File: src/rtl/sdram_seq_pkg.sv
// sdram_seq_pkg
//   Shared definitions for the SDRAM cache-line sequencer:
//   - seq_state_t : sequencer FSM states
//   - DEF_ADDR_W / DEF_LINE_BYTES : default geometry
//   - line_base() : clears the byte-in-line bits of an address
package sdram_seq_pkg;

   localparam int unsigned DEF_ADDR_W     = 16;
   localparam int unsigned DEF_LINE_BYTES = 4;

   typedef enum logic [2:0] {
      IDLE,
      WB,
      RD,
      RD_LAST,
      DONE
   } seq_state_t;

   // line_bytes must be a power of two, so masking with ~(line_bytes-1)
   // yields the first byte of the line.
   function automatic logic [31:0] line_base(input logic [31:0] addr,
                                             input int unsigned line_bytes = DEF_LINE_BYTES);
      return addr & ~(line_bytes - 1);
   endfunction

endpackage

File: src/rtl/sdram_line_sequencer_line_assembler.sv
// line_assembler
//   Byte-indexed capture register used to build a cache line from the
//   byte-wide SDRAM read data.
// Ports
//   clk      in   clock, rising edge
//   rst_i    in   synchronous active-high reset, clears the line
//   clear_i  in   synchronous clear of the whole line
//   load_i   in   write byte_i into byte lane idx_i
//   idx_i    in   byte lane to load
//   byte_i   in   byte to capture
//   line_o   out  assembled line, byte i at [8*i +: 8]
module line_assembler
   import sdram_seq_pkg::*;
#(
   parameter  int unsigned LINE_BYTES = DEF_LINE_BYTES,
   localparam int unsigned IDX_W      = $clog2(LINE_BYTES)
) (
   input  logic                    clk,
   input  logic                    rst_i,
   input  logic                    clear_i,
   input  logic                    load_i,
   input  logic [IDX_W-1:0]        idx_i,
   input  logic [7:0]              byte_i,
   output logic [8*LINE_BYTES-1:0] line_o
);

   genvar gi;
   generate
      for (gi = 0; gi < LINE_BYTES; gi++) begin : g_byte
         logic [7:0] byte_q;

         always_ff @(posedge clk) begin
            if (rst_i || clear_i) begin
               byte_q <= '0;
            end else if (load_i && (idx_i == IDX_W'(gi))) begin
               byte_q <= byte_i;
            end
         end

         assign line_o[8*gi +: 8] = byte_q;
      end
   endgenerate

endmodule

File: src/rtl/sdram_line_sequencer.sv
// sdram_line_sequencer
//   Cache-miss line sequencer between the cache controller and a byte-wide
//   SDRAM model. Per request it optionally writes back a dirty victim line,
//   then reads a LINE_BYTES line, one memory access per cycle, and presents
//   the assembled line on fill_data together with a one-cycle done pulse.
//
// Configuration macro
//   SDRAM_SEQ_WRITEBACK_EN : when defined, the WB state and victim datapath
//                            exist and req_wb is honoured. When undefined,
//                            req_wb / wb_addr / wb_data are ignored and every
//                            request is fill-only.
//
// Ports
//   clk        in   clock, rising edge
//   rst        in   synchronous active-high reset
//   req        in   request valid (accepted when req && req_ready)
//   req_ready  out  high only in IDLE
//   fill_addr  in   line to fill (byte-in-line bits ignored)
//   req_wb     in   write back victim line before the fill
//   wb_addr    in   victim line address (byte-in-line bits ignored)
//   wb_data    in   victim line, byte i at [8*i +: 8]
//   busy       out  sequencer not idle
//   done       out  one-cycle pulse, fill_data valid
//   fill_data  out  filled line, byte i = mem[base+i]
//   mem_add    out  SDRAM byte address
//   mem_din    out  SDRAM write data
//   mem_wr_rd  out  1 = write, 0 = read
//   mem_strb   out  SDRAM access strobe
//   mem_dout   in   SDRAM read data, valid the cycle after a read strobe
module sdram_line_sequencer
   import sdram_seq_pkg::*;
#(
   parameter int unsigned ADDR_W     = DEF_ADDR_W,
   parameter int unsigned LINE_BYTES = DEF_LINE_BYTES
) (
   input  logic                    clk,
   input  logic                    rst,
   input  logic                    req,
   output logic                    req_ready,
   input  logic [ADDR_W-1:0]       fill_addr,
   input  logic                    req_wb,
   input  logic [ADDR_W-1:0]       wb_addr,
   input  logic [8*LINE_BYTES-1:0] wb_data,
   output logic                    busy,
   output logic                    done,
   output logic [8*LINE_BYTES-1:0] fill_data,
   output logic [ADDR_W-1:0]       mem_add,
   output logic [7:0]              mem_din,
   output logic                    mem_wr_rd,
   output logic                    mem_strb,
   input  logic [7:0]              mem_dout
);

   localparam int unsigned     CNT_W    = $clog2(LINE_BYTES);
   localparam logic [CNT_W-1:0] CNT_LAST = CNT_W'(LINE_BYTES - 1);
   localparam logic [CNT_W-1:0] CNT_ONE  = CNT_W'(1);

   seq_state_t        state_q, state_d;
   logic [CNT_W-1:0]  cnt_q, cnt_d;
   logic [ADDR_W-1:0] fill_base_q, fill_base_d;
   logic [ADDR_W-1:0] mem_add_q, mem_add_d;
   logic [7:0]        mem_din_q, mem_din_d;
   logic              mem_strb_q, mem_strb_d;
   logic              mem_wr_rd_q, mem_wr_rd_d;
   logic              done_q, done_d;

   logic              asm_load;
   logic              asm_clear;
   logic [CNT_W-1:0]  asm_idx;

`ifdef SDRAM_SEQ_WRITEBACK_EN
   logic [ADDR_W-1:0]       wb_base_q, wb_base_d;
   logic [8*LINE_BYTES-1:0] wb_data_q, wb_data_d;
`else
   // Victim inputs have no consumer in a fill-only build.
   logic unused_wb;
   assign unused_wb = ^{req_wb, wb_addr, wb_data};
`endif

   // ------------------------------------------------------------------
   // Next-state logic. Memory pin values are computed from the *next*
   // state so the pins themselves come straight from flops.
   // ------------------------------------------------------------------
   always_comb begin
      state_d     = state_q;
      cnt_d       = cnt_q;
      fill_base_d = fill_base_q;
`ifdef SDRAM_SEQ_WRITEBACK_EN
      wb_base_d   = wb_base_q;
      wb_data_d   = wb_data_q;
`endif
      asm_load    = 1'b0;
      asm_clear   = 1'b0;
      // Read data lags the strobe by one cycle, so byte i-1 arrives while
      // the counter shows i.
      asm_idx     = cnt_q - CNT_ONE;

      case (state_q)
         IDLE: begin
            if (req) begin
               cnt_d       = '0;
               asm_clear   = 1'b1;
               fill_base_d = ADDR_W'(line_base(32'(fill_addr), LINE_BYTES));
`ifdef SDRAM_SEQ_WRITEBACK_EN
               wb_base_d   = ADDR_W'(line_base(32'(wb_addr), LINE_BYTES));
               wb_data_d   = wb_data;
               state_d     = req_wb ? WB : RD;
`else
               state_d     = RD;
`endif
            end
         end
`ifdef SDRAM_SEQ_WRITEBACK_EN
         WB: begin
            if (cnt_q == CNT_LAST) begin
               cnt_d   = '0;
               state_d = RD;
            end else begin
               cnt_d = cnt_q + CNT_ONE;
            end
         end
`endif
         RD: begin
            asm_load = (cnt_q != '0);
            if (cnt_q == CNT_LAST) begin
               cnt_d   = '0;
               state_d = RD_LAST;
            end else begin
               cnt_d = cnt_q + CNT_ONE;
            end
         end
         RD_LAST: begin
            asm_load = 1'b1;
            asm_idx  = CNT_LAST;
            state_d  = DONE;
         end
         DONE: begin
            state_d = IDLE;
         end
         default: begin
            state_d = IDLE;
         end
      endcase

      // Memory pins: address and write data hold when not strobing.
      mem_strb_d  = 1'b0;
      mem_wr_rd_d = 1'b0;
      mem_add_d   = mem_add_q;
      mem_din_d   = mem_din_q;
      done_d      = (state_d == DONE);

      // Bases are line-aligned, so OR-ing in the counter never carries.
      if (state_d == RD) begin
         mem_strb_d = 1'b1;
         mem_add_d  = fill_base_d | ADDR_W'(cnt_d);
      end
`ifdef SDRAM_SEQ_WRITEBACK_EN
      if (state_d == WB) begin
         mem_strb_d  = 1'b1;
         mem_wr_rd_d = 1'b1;
         mem_add_d   = wb_base_d | ADDR_W'(cnt_d);
         mem_din_d   = wb_data_d[{cnt_d, 3'b000} +: 8];
      end
`endif
   end

   always_ff @(posedge clk) begin
      if (rst) begin
         state_q     <= IDLE;
         cnt_q       <= '0;
         fill_base_q <= '0;
         mem_add_q   <= '0;
         mem_din_q   <= '0;
         mem_strb_q  <= 1'b0;
         mem_wr_rd_q <= 1'b0;
         done_q      <= 1'b0;
`ifdef SDRAM_SEQ_WRITEBACK_EN
         wb_base_q   <= '0;
         wb_data_q   <= '0;
`endif
      end else begin
         state_q     <= state_d;
         cnt_q       <= cnt_d;
         fill_base_q <= fill_base_d;
         mem_add_q   <= mem_add_d;
         mem_din_q   <= mem_din_d;
         mem_strb_q  <= mem_strb_d;
         mem_wr_rd_q <= mem_wr_rd_d;
         done_q      <= done_d;
`ifdef SDRAM_SEQ_WRITEBACK_EN
         wb_base_q   <= wb_base_d;
         wb_data_q   <= wb_data_d;
`endif
      end
   end

   line_assembler #(
      .LINE_BYTES (LINE_BYTES)
   ) u_line_assembler (
      .clk     (clk),
      .rst_i   (rst),
      .clear_i (asm_clear),
      .load_i  (asm_load),
      .idx_i   (asm_idx),
      .byte_i  (mem_dout),
      .line_o  (fill_data)
   );

   assign req_ready = (state_q == IDLE);
   assign busy      = (state_q != IDLE);
   assign done      = done_q;
   assign mem_add   = mem_add_q;
   assign mem_din   = mem_din_q;
   assign mem_strb  = mem_strb_q;
   assign mem_wr_rd = mem_wr_rd_q;

endmodule

File: config.mk
export PLATFORM = sky130hd
export DESIGN_NAME = sdram_line_sequencer
export DESIGN_NICKNAME = d
export VERILOG_FILES = /design/src/rtl/sdram_seq_pkg.sv /design/src/rtl/sdram_line_sequencer_line_assembler.sv /design/src/rtl/sdram_line_sequencer.sv
export SDC_FILE = /design/constraint.sdc
export NUM_CORES = 1
export LEC_CHECK = 0
export ABC_CLOCK_PERIOD_IN_PS = 2500
export BUFFER_PORTS_ARGS = -buffer_cell sky130_fd_sc_hd__buf_2
export CAP_MARGIN = 20
export CORE_MARGIN = 5
export CORE_UTILIZATION = 47
export CTS_CLUSTER_SIZE = 20
export DETAILED_ROUTE_END_ITERATION = 6
export PLACE_DENSITY_LB_ADDON = 0.08
export SLEW_MARGIN = 20
export SYNTH_ARGS = -nofsm -noshare
export SYNTH_HDL_FRONTEND = slang
export SYNTH_SLANG_ARGS = --single-unit
File: constraint.sdc
create_clock -name clk -period 2.5 [get_ports clk]
set_input_delay 0.5 -clock clk [delete_from_list [all_inputs] [get_ports clk]]
set_output_delay 0.5 -clock clk [all_outputs]
set_load 0.01 [all_outputs]
==> flow_metrics.tcl, run 1 <==
set metrics [dict create \
    pin_count 137 \
    max_freq_mhz 471.0 \
    ant_nets 0 \
    netlist_area_um2 3163 \
    synth-seq-cells 71 \
    drt_wl_total_um 7624 \
    critical_path_class "reg2out" \
    diodes 0 \
    rrSetupSlack_ns 0.44 \
    cts_made_buffers 9 \
    routed-via-count 2658 \
    powerDensity_nw_per_um2 669.3 \
    cts_max_level 3 \
    dieArea_um2 8470 \
    ys_seq_area_frac 0.4494 \
    startpoint_type "flop" \
    clk_path_buf_depth 2 \
    fill_cells 597 \
    yosysMostFrequentCell "dfxtp_1" \
    cap_viol_max_count 0 \
    synth_edf_count 0 \
    die_h_um 92.04 \
    async_flop_share 0 \
    grt.total_usage 0.1816 \
    ff2ff_path_depth 6 \
    avgRoutedWirePerCell_um 15.75 \
    vdd_drop_max_mv 0.3947 \
    cts_setup_buffers 0 \
    r2r_start "cnt_q[0]" \
    viasPerCell 5.492 \
    finalCoreUtilization 0.5759 \
    hold_buffers 0 \
    drt_iter0_drc 192 \
    syn_area_per_cell_um2 9.303 \
    clkSinkCount 71 \
    grt_max_degree 38 \
    grt_pass1_vias 2562 \
    synthTopCellsByCount "dfxtp_1, a21oi_1, o21ai_0, a31oi_1, nand3_1" \
    first_pass_iters 4 \
    synthDistinctLibCells 37 \
    multiInputGateArea_um2 1496 \
    insertion_delay_ns 0.34 \
    setup-tns-final_ns 0 \
    dieWidth_um 92.04 \
    drc 0 \
    clk_pin_slew_worst_paths_ns 0.08 \
    syn2layout_area_growth_pct 17.60 \
    total_power_w 0.002490 \
    drv_slew 0 \
    setup_viol 0 \
    hp-class "in2reg" \
    num_rows 29 \
    worstPathMaxFanout 24 \
    overflow 0 \
    cts_tree "done" \
    nNetsFinal 481 \
    r2r-end "u_line_assembler.g_byte[3].byte_q[4]" \
    synth_area_leaders "dfxtp_1, mux2i_1, a31oi_1" \
    syn_inst 340 \
    clock_skew_ns 0.01835 \
    synth_top_area_cell "dfxtp_1" \
    period_share 0.8492 \
    holdPathStages 3 \
    grt_pass1_wl_um 12450 \
    clock-root-buffer "clkbuf_8" \
    rsz0062_at_grt "false" \
    seq_area_um2 1421 \
    outcome "completed" \
    relSlewSlack 0.5039 \
    yosysWarnings 0 \
    dp_hpwl_um 5171 \
    place.gp.congestion 0.8428 \
    coreArea_um2 6459 \
    synth_top_area_frac 0.4494 \
    holdPathEnd "fill_base_q[2]" \
    leakagePower_nw 1.540 \
    crit_required_ns 2.00 \
    cts_resized 0 \
    hold_viol_final 0 \
    antenna_found_initial 0 \
    start_util 0.4897 \
    tightest_slew_ns 0.7442 \
    drive_gt1_frac 0.2948 \
    cp_data_arrival_time_ns 1.62 \
    period_needed_ns 2.123 \
    hold_start "fill_addr[2]" \
    critPathCaptureType "output port" \
    port_buffers 76 \
    ys.flop_type "dfxtp_1" \
]
## kinds of logic (layout without fill, tap and decap cells)
logic type,after synthesis,in the layout,share of synthesized area
adder cells (fa/ha/maj),2,2,0.007910
buffers and inverters,48,107,0.08703
AND/OR/NAND/NOR,102,102,0.1974
AO/OA/AOI/OAI,94,94,0.1875
flip-flops,71,71,0.4494
multiplexers,22,22,0.06962
other,1,9,0.001186
## state kept, by name (all words and copies together) (netlist names)
signal,count
u_line_assembler.g_byte.byte_q,32
cnt_q,2
mem_add,16
mem_strb,1
done,1
fill_base_q,16
state_q,3
## final cells by class
class,instances,share of cell area
clock buffer,10,0.03431
clock inverter,5,0.02254
inverter,5,0.005045
multi-input combinational,229,0.4023
sequential,71,0.3821
tap,77,0.02590
timing repair buffer,87,0.1278
## stage by stage
stage / instances / worst slack [ns] / cell area (um^2) / hold slack, ns
3_5_place_dp: 469 / 0.4344 / 3508 / 0.4151
2_1_floorplan: 348 / 0.6327 / 3193 / 0.4034
4_1_cts: 484 / 0.3597 / 3720 / 0.4123
3_3_place_gp: 469 / 0.4663 / 3508 / 0.4125
6_report: 484 / 0.3770 / 3720 / 0.4236
5_1_grt: 484 / 0.2533 / 3720 / 0.4387
## report_power, final
| group | switching, W | leakage, nW | internal [W] | total, W |
|---|---|---|---|---|
| Clock | 0.000432 | 0.0986 | 0.000559 | 0.000991 |
| Sequential | 0.0000253 | 0.579 | 0.00118 | 0.00120 |
| Combinational | 0.000180 | 0.863 | 0.000119 | 0.000299 |
## worst max-delay path, cell delays in order, from the launching register on
cell and delay (ns):
dfxtp_1 0.74, or2_2 0.29, nor2_1 0.07, inv_1 0.06, buf_2 0.12
## per-layer routing
metal	up-vias	part of all wire	global-route usage
met2	74	0.46	0.3011
met1	1244	0.45	0.2216
li1	1331	-	-
met4	0	0.014	0.07054
met5	-	0	0
met3	9	0.072	0.05483
## placed cells by master, fill, tap and decap left out, types with 3 or more instances in the layout
cell type  count
inv_1          5
clkbuf_8       9
o21ai_0       26
a211oi_1       4
a211oi_2      10
dfxtp_1       71
nand4b_1       9
nor2b_1       10
and3b_1        9
nand3_1       24
conb_1         9
nand2_1        9
a21oi_1       28
nor2_1        19
mux2i_1       22
buf_2         76
or2_2          3
a31oi_1       24
buf_4         10
nand2b_1       3
## worst max path at each step
| stage | start | end | slack [ns] | cells after the start |
|---|---|---|---|---|
| floorplan | cnt_q[0] | u_line_assembler.g_byte[3].byte_q[0] | 0.63 | 6 |
| CTS | state_q[2] | busy | 0.36 | 4 |
| detailed placement | cnt_q[0] | u_line_assembler.g_byte[3].byte_q[4] | 0.43 | 6 |
| finish | state_q[2] | busy | 0.38 | 4 |
| global placement | cnt_q[0] | u_line_assembler.g_byte[3].byte_q[7] | 0.47 | 6 |
| global route | state_q[2] | busy | 0.25 | 4 |
Power figures use the tool's default switching activity.
==> run 2, diff against run 1 <==
--- a/config.mk
+++ b/config.mk
@@ -5,7 +5,7 @@
 export SDC_FILE = /design/constraint.sdc
 export NUM_CORES = 1
 export LEC_CHECK = 0
-export ABC_CLOCK_PERIOD_IN_PS = 2500
+export ABC_CLOCK_PERIOD_IN_PS = 2009
 export BUFFER_PORTS_ARGS = -buffer_cell sky130_fd_sc_hd__buf_2
 export CAP_MARGIN = 20
 export CORE_MARGIN = 5
==> constraint.sdc (replaced) <==
create_clock -name clk -period 2.01 [get_ports clk]
set_input_delay 0.402 -clock clk [delete_from_list [all_inputs] [get_ports clk]]
set_output_delay 0.402 -clock clk [all_outputs]
set_load 0.01 [all_outputs]
==> run 2 against run 1 <==
Clock power grew 10%; count of clock-buffer cells in the layout is the same; combinational power grew 28%; sequential cell count is the same; setup slack lost 0.27 ns; largest cell class unchanged; total power grew 19%; global-route usage shrank 0.32 points; final cell count grew 0.62%; die area is the same; sequential power grew 24%; cell area grew 0.10%.
==> flow_metrics.tcl, run 2 (synthesis gave the netlist of run 1 again) <==
set metrics [dict create \
    outcome "completed" \
    final_common_cell "buf_2" \
    hold_viol_final 0 \
    crit_required_ns 1.61 \
    cts_tree "done" \
    dp_hpwl_um 5070 \
    drt_iter0_drc 100 \
    final_cell_mix "buf_2, dfxtp_1, a21oi_1" \
    vdd_drop_max_mv 0.3934 \
    setup-tns-final_ns 0 \
    grt.total_usage 0.1784 \
    clk_path_buf_depth 2 \
    rrSetupSlack_ns 0.35 \
    period_share 0.9484 \
    rsz0062_at_grt "false" \
    pin_count 137 \
    drc 0 \
    worstPathMaxFanout 13 \
    setup_viol 0 \
    regMostFlops "u_line_assembler.g_byte.byte_q" \
    coreArea_um2 6459 \
    clk_pin_slew_worst_paths_ns 0.07 \
    dieArea_um2 8470 \
    first_pass_iters 4 \
    cts_setup_buffers 0 \
    clkSinkCount 71 \
    num_rows 29 \
    nNetsFinal 485 \
    seq_area_um2 1421 \
    insertion_delay_ns 0.34 \
    leakagePower_nw 1.556 \
    ant_nets 0 \
    tightest_slew_ns 0.7628 \
    grt_pass1_wl_um 12290 \
    diodes 0 \
    start_util 0.4897 \
    powerDensity_nw_per_um2 795.6 \
    place.gp.congestion 0.8563 \
    overflow 0 \
    avgRoutedWirePerCell_um 15.56 \
    drt_wl_total_um 7577 \
    grt_max_degree 38 \
    routed-via-count 2665 \
    relSlewSlack 0.4915 \
    cts_max_level 3 \
    die_h_um 92.04 \
    drive_gt1_frac 0.3024 \
    grt_pass1_vias 2577 \
    fill_cells 590 \
    startpoint_type "flop" \
    cap_viol_max_count 0 \
    dieWidth_um 92.04 \
    antenna_found_initial 0 \
    clock_skew_ns 0.006892 \
    cp_data_arrival_time_ns 1.50 \
    viasPerCell 5.472 \
    cts_made_buffers 9 \
    multiInputGateArea_um2 1496 \
    cts_resized 0 \
    period_needed_ns 1.906 \
    syn2layout_area_growth_pct 17.72 \
    critPathCaptureType "output port" \
    largest_reg_flops 32 \
    clock-root-buffer "clkbuf_8" \
    port_buffers 76 \
    hp-class "in2reg" \
    hold_buffers 0 \
    critical_path_class "reg2out" \
    max_freq_mhz 524.6 \
    drv_slew 0 \
    hold_ws_ns 0.3264 \
]
==> run 2: final timing paths <==
path	start	to	cells after the start
max	state_q[2]	busy	4
min	fill_addr[15]	fill_base_q[15]	3
max reg2reg	state_q[1]	mem_add[7]	5
min reg2reg	fill_base_q[1]	fill_base_q[1]	2
==> run 2: layout make-up <==
class / instances / area share
clock buffers: 10 / 0.03696
well taps: 77 / 0.02587
flip-flops and latches: 71 / 0.3817
multi-input cells: 229 / 0.4019
clock inverters: 4 / 0.01277
inverters: 5 / 0.005040
repair buffers: 91 / 0.1358
==> run 2: worst max-delay path, cell delays in order, from the launching register on <==
cell and delay (ns):
dfxtp_1 0.45, or2_2 0.39, nor2_1 0.15, inv_1 0.05
buf_2 0.13
==> run 2: stage by stage <==
stage,cell area (um^2),setup WS [ns],instances,util,total power (W)
after global routing,3724,0.008534,487,0.5765,0.003107
after detailed placement,3538,0.3182,473,0.5479,0.001904
after CTS,3724,0.08216,487,0.5765,0.002997
after floorplan,3193,0.1427,348,-,0.001794
after global placement,3538,0.3541,473,0.5479,0.001898
final,3724,0.1037,487,0.5765,0.002963
==> run 2: layer usage <==
metal | up-vias | GRT usage | routed length (um)
met1 | 1237 | 0.2166 | 3464
met5 | - | 0 | 0
met4 | 0 | 0.07797 | 159
li1 | 1333 | - | -
met3 | 15 | 0.04910 | 530
met2 | 80 | 0.2962 | 3423
==> run 2: power by group <==
| group | internal, W | switching [W] | total (W) |
|---|---|---|---|
| Sequential | 0.00146 | 0.0000273 | 0.00149 |
| Clock | 0.000589 | 0.000502 | 0.00109 |
| Combinational | 0.000154 | 0.000229 | 0.000382 |
